File: config.mk
export PLATFORM = sky130hd
export DESIGN_NAME = ni_flit_rebuild_scheduler
export DESIGN_NICKNAME = d
export VERILOG_FILES = /design/src/rtl/ni_flit_rebuild_scheduler_pkg.sv /design/src/rtl/ni_rr_arbiter.sv /design/src/rtl/ni_flit_rebuild_scheduler.sv
export SDC_FILE = /design/constraint.sdc
export NUM_CORES = 1
export LEC_CHECK = 0
export ABC_AREA = 1
export CORE_MARGIN = 2
export CORE_UTILIZATION = 39
export DETAILED_ROUTE_END_ITERATION = 12
export PLACE_DENSITY_LB_ADDON = 0.12
export SLEW_MARGIN = 20
export SYNTH_ARGS = -nofsm -noshare
export SYNTH_HDL_FRONTEND = slang
export SYNTH_SLANG_ARGS = --single-unit
File: constraint.sdc
create_clock -name clk -period 2.95 [get_ports clk]
set_input_delay 0.4425 -clock clk [delete_from_list [all_inputs] [get_ports clk]]
set_output_delay 0.4425 -clock clk [all_outputs]
set_load 0.02 [all_outputs]
File: src/rtl/ni_flit_rebuild_scheduler_pkg.sv
// Shared network definitions: flit format, flit types and default VC count.
// Consumed by the NI flit-rebuild scheduler and its round-robin arbiter.
package ni_flit_rebuild_scheduler_pkg;

    localparam int NI_VC_NUM = 4;

    typedef enum logic [1:0] {
        FLIT_HEADER = 2'd0,
        FLIT_BODY   = 2'd1,
        FLIT_TAIL   = 2'd2,
        FLIT_HT     = 2'd3
    } flit_type_e;

    typedef struct packed {
        flit_type_e  flit_type;
        logic [5:0]  src_id;
    } flit_header_t;

    typedef struct packed {
        flit_header_t header;
        logic [31:0]  payload;
    } flit_t;

    // BODY and TAIL only make sense inside a packet that already holds a lock
    function automatic logic flit_is_cont(input flit_type_e t);
        return (t == FLIT_BODY) || (t == FLIT_TAIL);
    endfunction

endpackage

File: src/rtl/ni_rr_arbiter.sv
// Parameterised round-robin one-hot picker: first request at or above ptr_i,
// wrapping modulo N. Reusable anywhere in the NI.
module ni_rr_arbiter #(
    parameter int N = 4
) (
    input  logic [N-1:0]          req_i,
    input  logic [$clog2(N)-1:0]  ptr_i,
    output logic [N-1:0]          grant_oh_o,
    output logic [$clog2(N)-1:0]  grant_idx_o
);
    localparam int IW = $clog2(N);

    logic [IW:0] sum;

    // Scan from farthest to nearest so the last hit is the closest to ptr_i
    always_comb begin
        grant_oh_o  = '0;
        grant_idx_o = '0;
        sum         = '0;
        for (int i = N - 1; i >= 0; i--) begin
            sum = {1'b0, ptr_i} + (IW + 1)'(i);
            if (sum >= (IW + 1)'(N)) begin
                sum = sum - (IW + 1)'(N);
            end
            if (req_i[sum[IW-1:0]]) begin
                grant_oh_o              = '0;
                grant_oh_o[sum[IW-1:0]] = 1'b1;
                grant_idx_o             = sum[IW-1:0];
            end
        end
    end

endmodule

File: src/rtl/ni_flit_rebuild_scheduler.sv
// Packet-atomic VC scheduler in front of the single flit rebuilder.
// Optional protocol checking/dropping enabled by NI_SCHED_PROTO_CHECK_EN.
//
// state     | meaning
// ST_IDLE   | no packet open; round-robin grant among eligible VCs
// ST_LOCKED | HEADER forwarded; only locked_vc is served until its TAIL
module ni_flit_rebuild_scheduler
    import ni_flit_rebuild_scheduler_pkg::*;
#(
    parameter int VC_NUM = NI_VC_NUM
) (
    input  logic                       clk,
    input  logic                       reset,
    input  logic [VC_NUM-1:0]          vc_flit_valid_i,
    input  flit_t                      vc_flit_in_i [VC_NUM],
    output logic [VC_NUM-1:0]          vc_flit_ready_o,
    input  logic                       sched_stall_i,
    output logic                       sched_flit_valid_o,
    output flit_t                      sched_flit_out_o,
    output logic [$clog2(VC_NUM)-1:0]  sched_active_vc_o,
    output logic                       sched_busy_o,
    output logic                       sched_proto_error_o
);
    localparam int IW = $clog2(VC_NUM);

    typedef enum logic {ST_IDLE, ST_LOCKED} state_e;

    state_e            state_q, state_d;
    logic [IW-1:0]     rr_ptr_q, rr_ptr_d, locked_vc_q, locked_vc_d;
    logic [IW-1:0]     active_vc_q, fwd_vc, grant_idx;
    logic [VC_NUM-1:0] elig, grant_oh, ready;
    logic              fwd_valid, flit_valid_q;
    flit_t             flit_out_q, fwd_flit;
    flit_type_e        fwd_type;
`ifdef NI_SCHED_PROTO_CHECK_EN
    logic [VC_NUM-1:0] drop;
    logic              proto_err_q;
`endif

    function automatic logic [IW-1:0] wrap_inc(input logic [IW-1:0] v);
        return (v == IW'(VC_NUM - 1)) ? '0 : v + IW'(1);
    endfunction

    always_comb begin
        for (int v = 0; v < VC_NUM; v++) begin
`ifdef NI_SCHED_PROTO_CHECK_EN
            elig[v] = vc_flit_valid_i[v] && !flit_is_cont(vc_flit_in_i[v].header.flit_type);
`else
            elig[v] = vc_flit_valid_i[v];
`endif
        end
    end

    ni_rr_arbiter #(.N(VC_NUM)) u_rr_arbiter (
        .req_i       (elig),
        .ptr_i       (rr_ptr_q),
        .grant_oh_o  (grant_oh),
        .grant_idx_o (grant_idx)
    );

    assign fwd_flit = vc_flit_in_i[fwd_vc];
    assign fwd_type = fwd_flit.header.flit_type;

    always_ff @(posedge clk or posedge reset) begin
        if (reset) begin
            state_q     <= ST_IDLE;
            rr_ptr_q    <= '0;
            locked_vc_q <= '0;
        end else begin
            state_q     <= state_d;
            rr_ptr_q    <= rr_ptr_d;
            locked_vc_q <= locked_vc_d;
        end
    end

    always_comb begin
        state_d     = state_q;
        rr_ptr_d    = rr_ptr_q;
        locked_vc_d = locked_vc_q;
        case (state_q)
            ST_IDLE: begin
                if (fwd_valid) begin
                    if (fwd_type == FLIT_HEADER) begin
                        state_d     = ST_LOCKED;
                        locked_vc_d = fwd_vc;
                    end else begin
                        rr_ptr_d = wrap_inc(fwd_vc);
                    end
                end
            end
            ST_LOCKED: begin
                if (fwd_valid && fwd_type == FLIT_TAIL) begin
                    state_d  = ST_IDLE;
                    rr_ptr_d = wrap_inc(locked_vc_q);
                end
            end
            default: state_d = ST_IDLE;
        endcase
    end

    // Forwarding honours stall; protocol drops bypass it and are never forwarded
    always_comb begin
        ready     = '0;
        fwd_valid = 1'b0;
        fwd_vc    = '0;
        case (state_q)
            ST_IDLE: begin
                fwd_vc = grant_idx;
                if (!sched_stall_i && (|grant_oh)) begin
                    ready     = grant_oh;
                    fwd_valid = 1'b1;
                end
            end
            ST_LOCKED: begin
                fwd_vc = locked_vc_q;
                if (vc_flit_valid_i[locked_vc_q] && !sched_stall_i
`ifdef NI_SCHED_PROTO_CHECK_EN
                    && flit_is_cont(vc_flit_in_i[locked_vc_q].header.flit_type)
`endif
                   ) begin
                    ready[locked_vc_q] = 1'b1;
                    fwd_valid          = 1'b1;
                end
            end
            default: ;
        endcase
`ifdef NI_SCHED_PROTO_CHECK_EN
        drop = '0;
        for (int v = 0; v < VC_NUM; v++) begin
            if (state_q == ST_LOCKED && IW'(v) == locked_vc_q) begin
                drop[v] = vc_flit_valid_i[v] && !flit_is_cont(vc_flit_in_i[v].header.flit_type);
            end else begin
                drop[v] = vc_flit_valid_i[v] && flit_is_cont(vc_flit_in_i[v].header.flit_type);
            end
        end
        ready = ready | drop;
`endif
    end

    always_ff @(posedge clk or posedge reset) begin
        if (reset) begin
            flit_valid_q <= 1'b0;
            flit_out_q   <= '0;
            active_vc_q  <= '0;
        end else begin
            flit_valid_q <= fwd_valid;
            if (fwd_valid) begin
                flit_out_q  <= fwd_flit;
                active_vc_q <= fwd_vc;
            end
        end
    end

`ifdef NI_SCHED_PROTO_CHECK_EN
    always_ff @(posedge clk or posedge reset) begin
        if (reset) begin
            proto_err_q <= 1'b0;
        end else begin
            proto_err_q <= proto_err_q | (|drop);
        end
    end
    assign sched_proto_error_o = proto_err_q;
`else
    assign sched_proto_error_o = 1'b0;
`endif

    assign vc_flit_ready_o    = ready;
    assign sched_flit_valid_o = flit_valid_q;
    assign sched_flit_out_o   = flit_out_q;
    assign sched_active_vc_o  = active_vc_q;
    assign sched_busy_o       = (state_q == ST_LOCKED);

endmodule

==> impl_metrics.tcl <==
set metrics [dict create \
    p_int_mw 3.48 \
    clock_latency_ns 0.30 \
    portBuffers 214 \
    numCtsBuffers 5 \
    finalSetupTns_ns 0 \
    total_power_mw 7.29 \
    switching_share_pct 52.4 \
    synth_cell_types 30 \
    slowest_delay_ns 0.49 \
    die_area_sq_mm 0.0103 \
    status "completed" \
    synth-edff-count 0 \
    avgSynthCellArea_sq_um 6.69 \
    timing.final.crit_period_ns 2.78 \
    grt_max_degree 43 \
    via_count 4541 \
    critPathLaunchType "input pin" \
    period_share_pct 94.4 \
    grt-ovfl-total 0 \
    firstDrtPassIters 4 \
    netlist_area_sq_mm 0.00372 \
    grtUsageMet3_pct 5.45 \
    slowest_stage "clkdlybuf4s50_1" \
    post_cts_buffers 0 \
    crit_arrival_ns 2.34 \
    drt_iter0_drc 187 \
    final_util_pct 66.6 \
    htree_levels 2 \
    timing.slew.headroom_pct 62.2 \
    top_usage_layer "met2" \
    drc 0 \
    ant_nets 0 \
    fp.dieH_um 102 \
    grt_usage_pct 24.3 \
    max-cap-violations 0 \
    combPwrFrac_pct 77.0 \
    dp_hpwl_um 10200 \
    hold_ws_ns 0.470 \
    drive_above_1_share_pct 10.7 \
    antennaDiodeCount 0 \
    synth_nets 734 \
    instances_no_fill 898 \
    antenna_found_initial 0 \
    ys_ff_latch 48 \
    initial_core_util_pct 40.2 \
    ioPinCount 216 \
    finalHoldViolations 0 \
    cellLeakagePower_nw 2.77 \
    viasPerCell 5.06 \
    fmax_mhz 359 \
    tightest_slew_ns 0.567 \
    grtUsageMet1_pct 29.5 \
    rows 35 \
    path_class "in -> out" \
    grt_pass1_vias 4383 \
    wl_um 12900 \
    clockPowerShare_pct 6.7 \
    ir_drop_v 0.000591 \
    clkSinkCount 48 \
    postSynth.asyncResetShare_pct 100 \
    ys_warn_count 0 \
    gp_congestion 0.882 \
    power_density_mw_per_mm2 1180 \
    cts.clk_slew.worst_paths_ns 0.10 \
    drv_slew 0 \
    core-area_sq_mm 0.00924 \
    finalClockSkew_ns 0.0103 \
    synthCells 556 \
    cts_tree "yes" \
    grt_use_met2_pct 43.8 \
    cts_hold_buf 0 \
    crit_chain "clkdlybuf4s50_1, inv_1, nand2_1, buf_4, nand3_2, nand2_2, inv_2, or2_0, nand2_1, nand3_1, nand2_2, nand2_1, inv_1, o21ai_1, buf_4" \
    cp.required_ns 2.51 \
    critPathCaptureType "output pin" \
    area_delta_synth_final_pct 65.5 \
    nets 946 \
    setup_violations 0 \
    place_inst 890 \
    seqPwrFrac_pct 16.3 \
    die_x_um 102 \
    hp-class "in -> async" \
    rsz0062_at_grt "no" \
    crit_top_cell "nand2_1" \
    cts.path.max_buffers 2 \
    ys_seq_area_share_pct 32.3 \
    cp_max_fo 7 \
    p_sw_mw 3.82 \
    ys.flop_type "dfrtp_1" \
    grt_pass1_wl_um 20300 \
    cts-root-buf "clkbuf_8" \
    avgRoutedWirePerCell_um 14.3 \
]
-- cell families after synthesis --
| logic type | count (synthesis) | synth area share [%] |
|---|---|---|
| buf+inv | 64 | 9.29 |
| fa+ha+maj | 11 | 3.70 |
| compound gates | 138 | 20.1 |
| flops | 48 | 32.3 |
| xor+xnor | 1 | 0.236 |
| other cells | 1 | 0.101 |
| simple gates | 293 | 34.3 |
-- per-stage QoR --
step | setup slack [ns] | cell area [sq um]
final | 0.165 | 6160
after global routing | 0.0141 | 6160
after CTS | 0.00412 | 6150
after detailed placement | -0.315 | 6040
after global placement | -0.199 | 6040
after floorplan | 0.195 | 3720
-- worst max-delay path, delay by kind of cell --
family | cells | cell delay [ns]
buffers and inverters | 6 | 0.99
and+or+nand+nor | 8 | 0.84
AOI/OAI and AO/OA | 1 | 0.07
-- cells in the final DEF (no fill, tap or decap) --
cell             netlist  final
a21oi_1                7      7
a31o_2                 1      1
buf_12                 0      4
buf_2                 11      2
buf_4                  7     24
bufinv_16              0      1
clkbuf_8               0      5
clkdlybuf4s50_1        0    210
clkinvlp_4             0      1
conb_1                 1      1
dfrtp_1               48     48
dlygate4sd2_1          0      1
ha_1                  11     10
ha_4                   0      1
inv_1                 20     18
inv_2                  6      8
inv_4                  1      1
inv_6                  1      2
nand2_1              158    158
nand2_2               18     18
nand2_4                2      2
nand3_1               18     18
nand3_2                8      8
nand3_4                2      2
nand4_1                2      2
nand4_2                1      1
nor2_1                83     83
o21ai_0               80     78
o21ai_1               11     13
o21ai_2                1      1
o22ai_1               38     38
or2_0                  1      1
xnor2_1                1      1
-- Yosys cell counts (2+ instances only) --
cell	number	share of area [%]
a21oi_1	7	0.94
buf_2	11	1.5
buf_4	7	1.4
buf_6	6	1.8
clkbuf_1	10	1.0
dfrtp_1	48	32
ha_1	11	3.7
inv_1	20	2.0
inv_2	6	0.61
nand2_1	158	16
nand2_2	18	3.0
nand2_4	2	0.61
nand3_1	18	2.4
nand3_2	8	2.2
nand3_4	2	0.94
nand4_1	2	0.34
nor2_1	83	8.4
o21ai_0	80	11
o21ai_1	11	1.5
o22ai_1	38	6.4
-- final timing paths --
kind                                                   from                               end  slack (ns)  cells past startpoint
hold / removal                                        reset  sched_flit_out_o[30]$_DFFE_PP0P_        0.47                      2
max in group asynchronous                             reset  sched_flit_out_o[24]$_DFFE_PP0P_        1.95                      3
min in group clk           sched_flit_out_o[39]$_DFFE_PP0P_  sched_flit_out_o[39]$_DFFE_PP0P_        0.48                      2
setup reg to reg                    rr_ptr_q[1]$_DFFE_PP0P_  sched_active_vc_o[1]$_DFFE_PP0P_        0.45                     17
hold reg to reg            sched_flit_out_o[39]$_DFFE_PP0P_  sched_flit_out_o[39]$_DFFE_PP0P_        0.48                      2
setup / recovery                         vc_flit_valid_i[3]                vc_flit_ready_o[0]        0.17                     15
-- routing by layer --
layer | vias to the layer above | share of wire, %
met3 | 18 | 6.8
met4 | 0 | 1.5
met1 | 2104 | 41
li1 | 2247 | -
met2 | 172 | 51
met5 | - | 0
-- registers in the layout, summed over array words and instances, names as in the netlist --
signal and count:
sched_active_vc_o 2, sched_flit_valid_o 1, rr_ptr_q 2, sched_busy_o 1, locked_vc_q 2, sched_flit_out_o 40
-- what timing repair did --
action | CTS | global route
gates resized for setup | 14 | 7
pin swaps | 0 | 0
setup endpoints to repair | 4 | 4
-- power groups by stage --
stage / Sequential (mW) / Clock (mW) / Combinational [mW]
finish: 1.19 / 0.492 / 5.61
global route: 1.23 / 0.534 / 6.26
CTS: 1.19 / 0.509 / 5.61
detailed placement: 1.20 / 0 / 5.61
global placement: 1.19 / 0 / 5.49
floorplan: 1.53 / 0 / 3.48
-- layout make-up --
type	instances	area [sq um]
clock buffer	5	68.8
multi-input combinational	444	2180
timing repair buffer	241	2380
sequential	48	1200
fill	836	3080
tap	129	161
clock inverter	3	46.3
inverter	28	113
No activity file was read; power rests on OpenSTA's default activity.
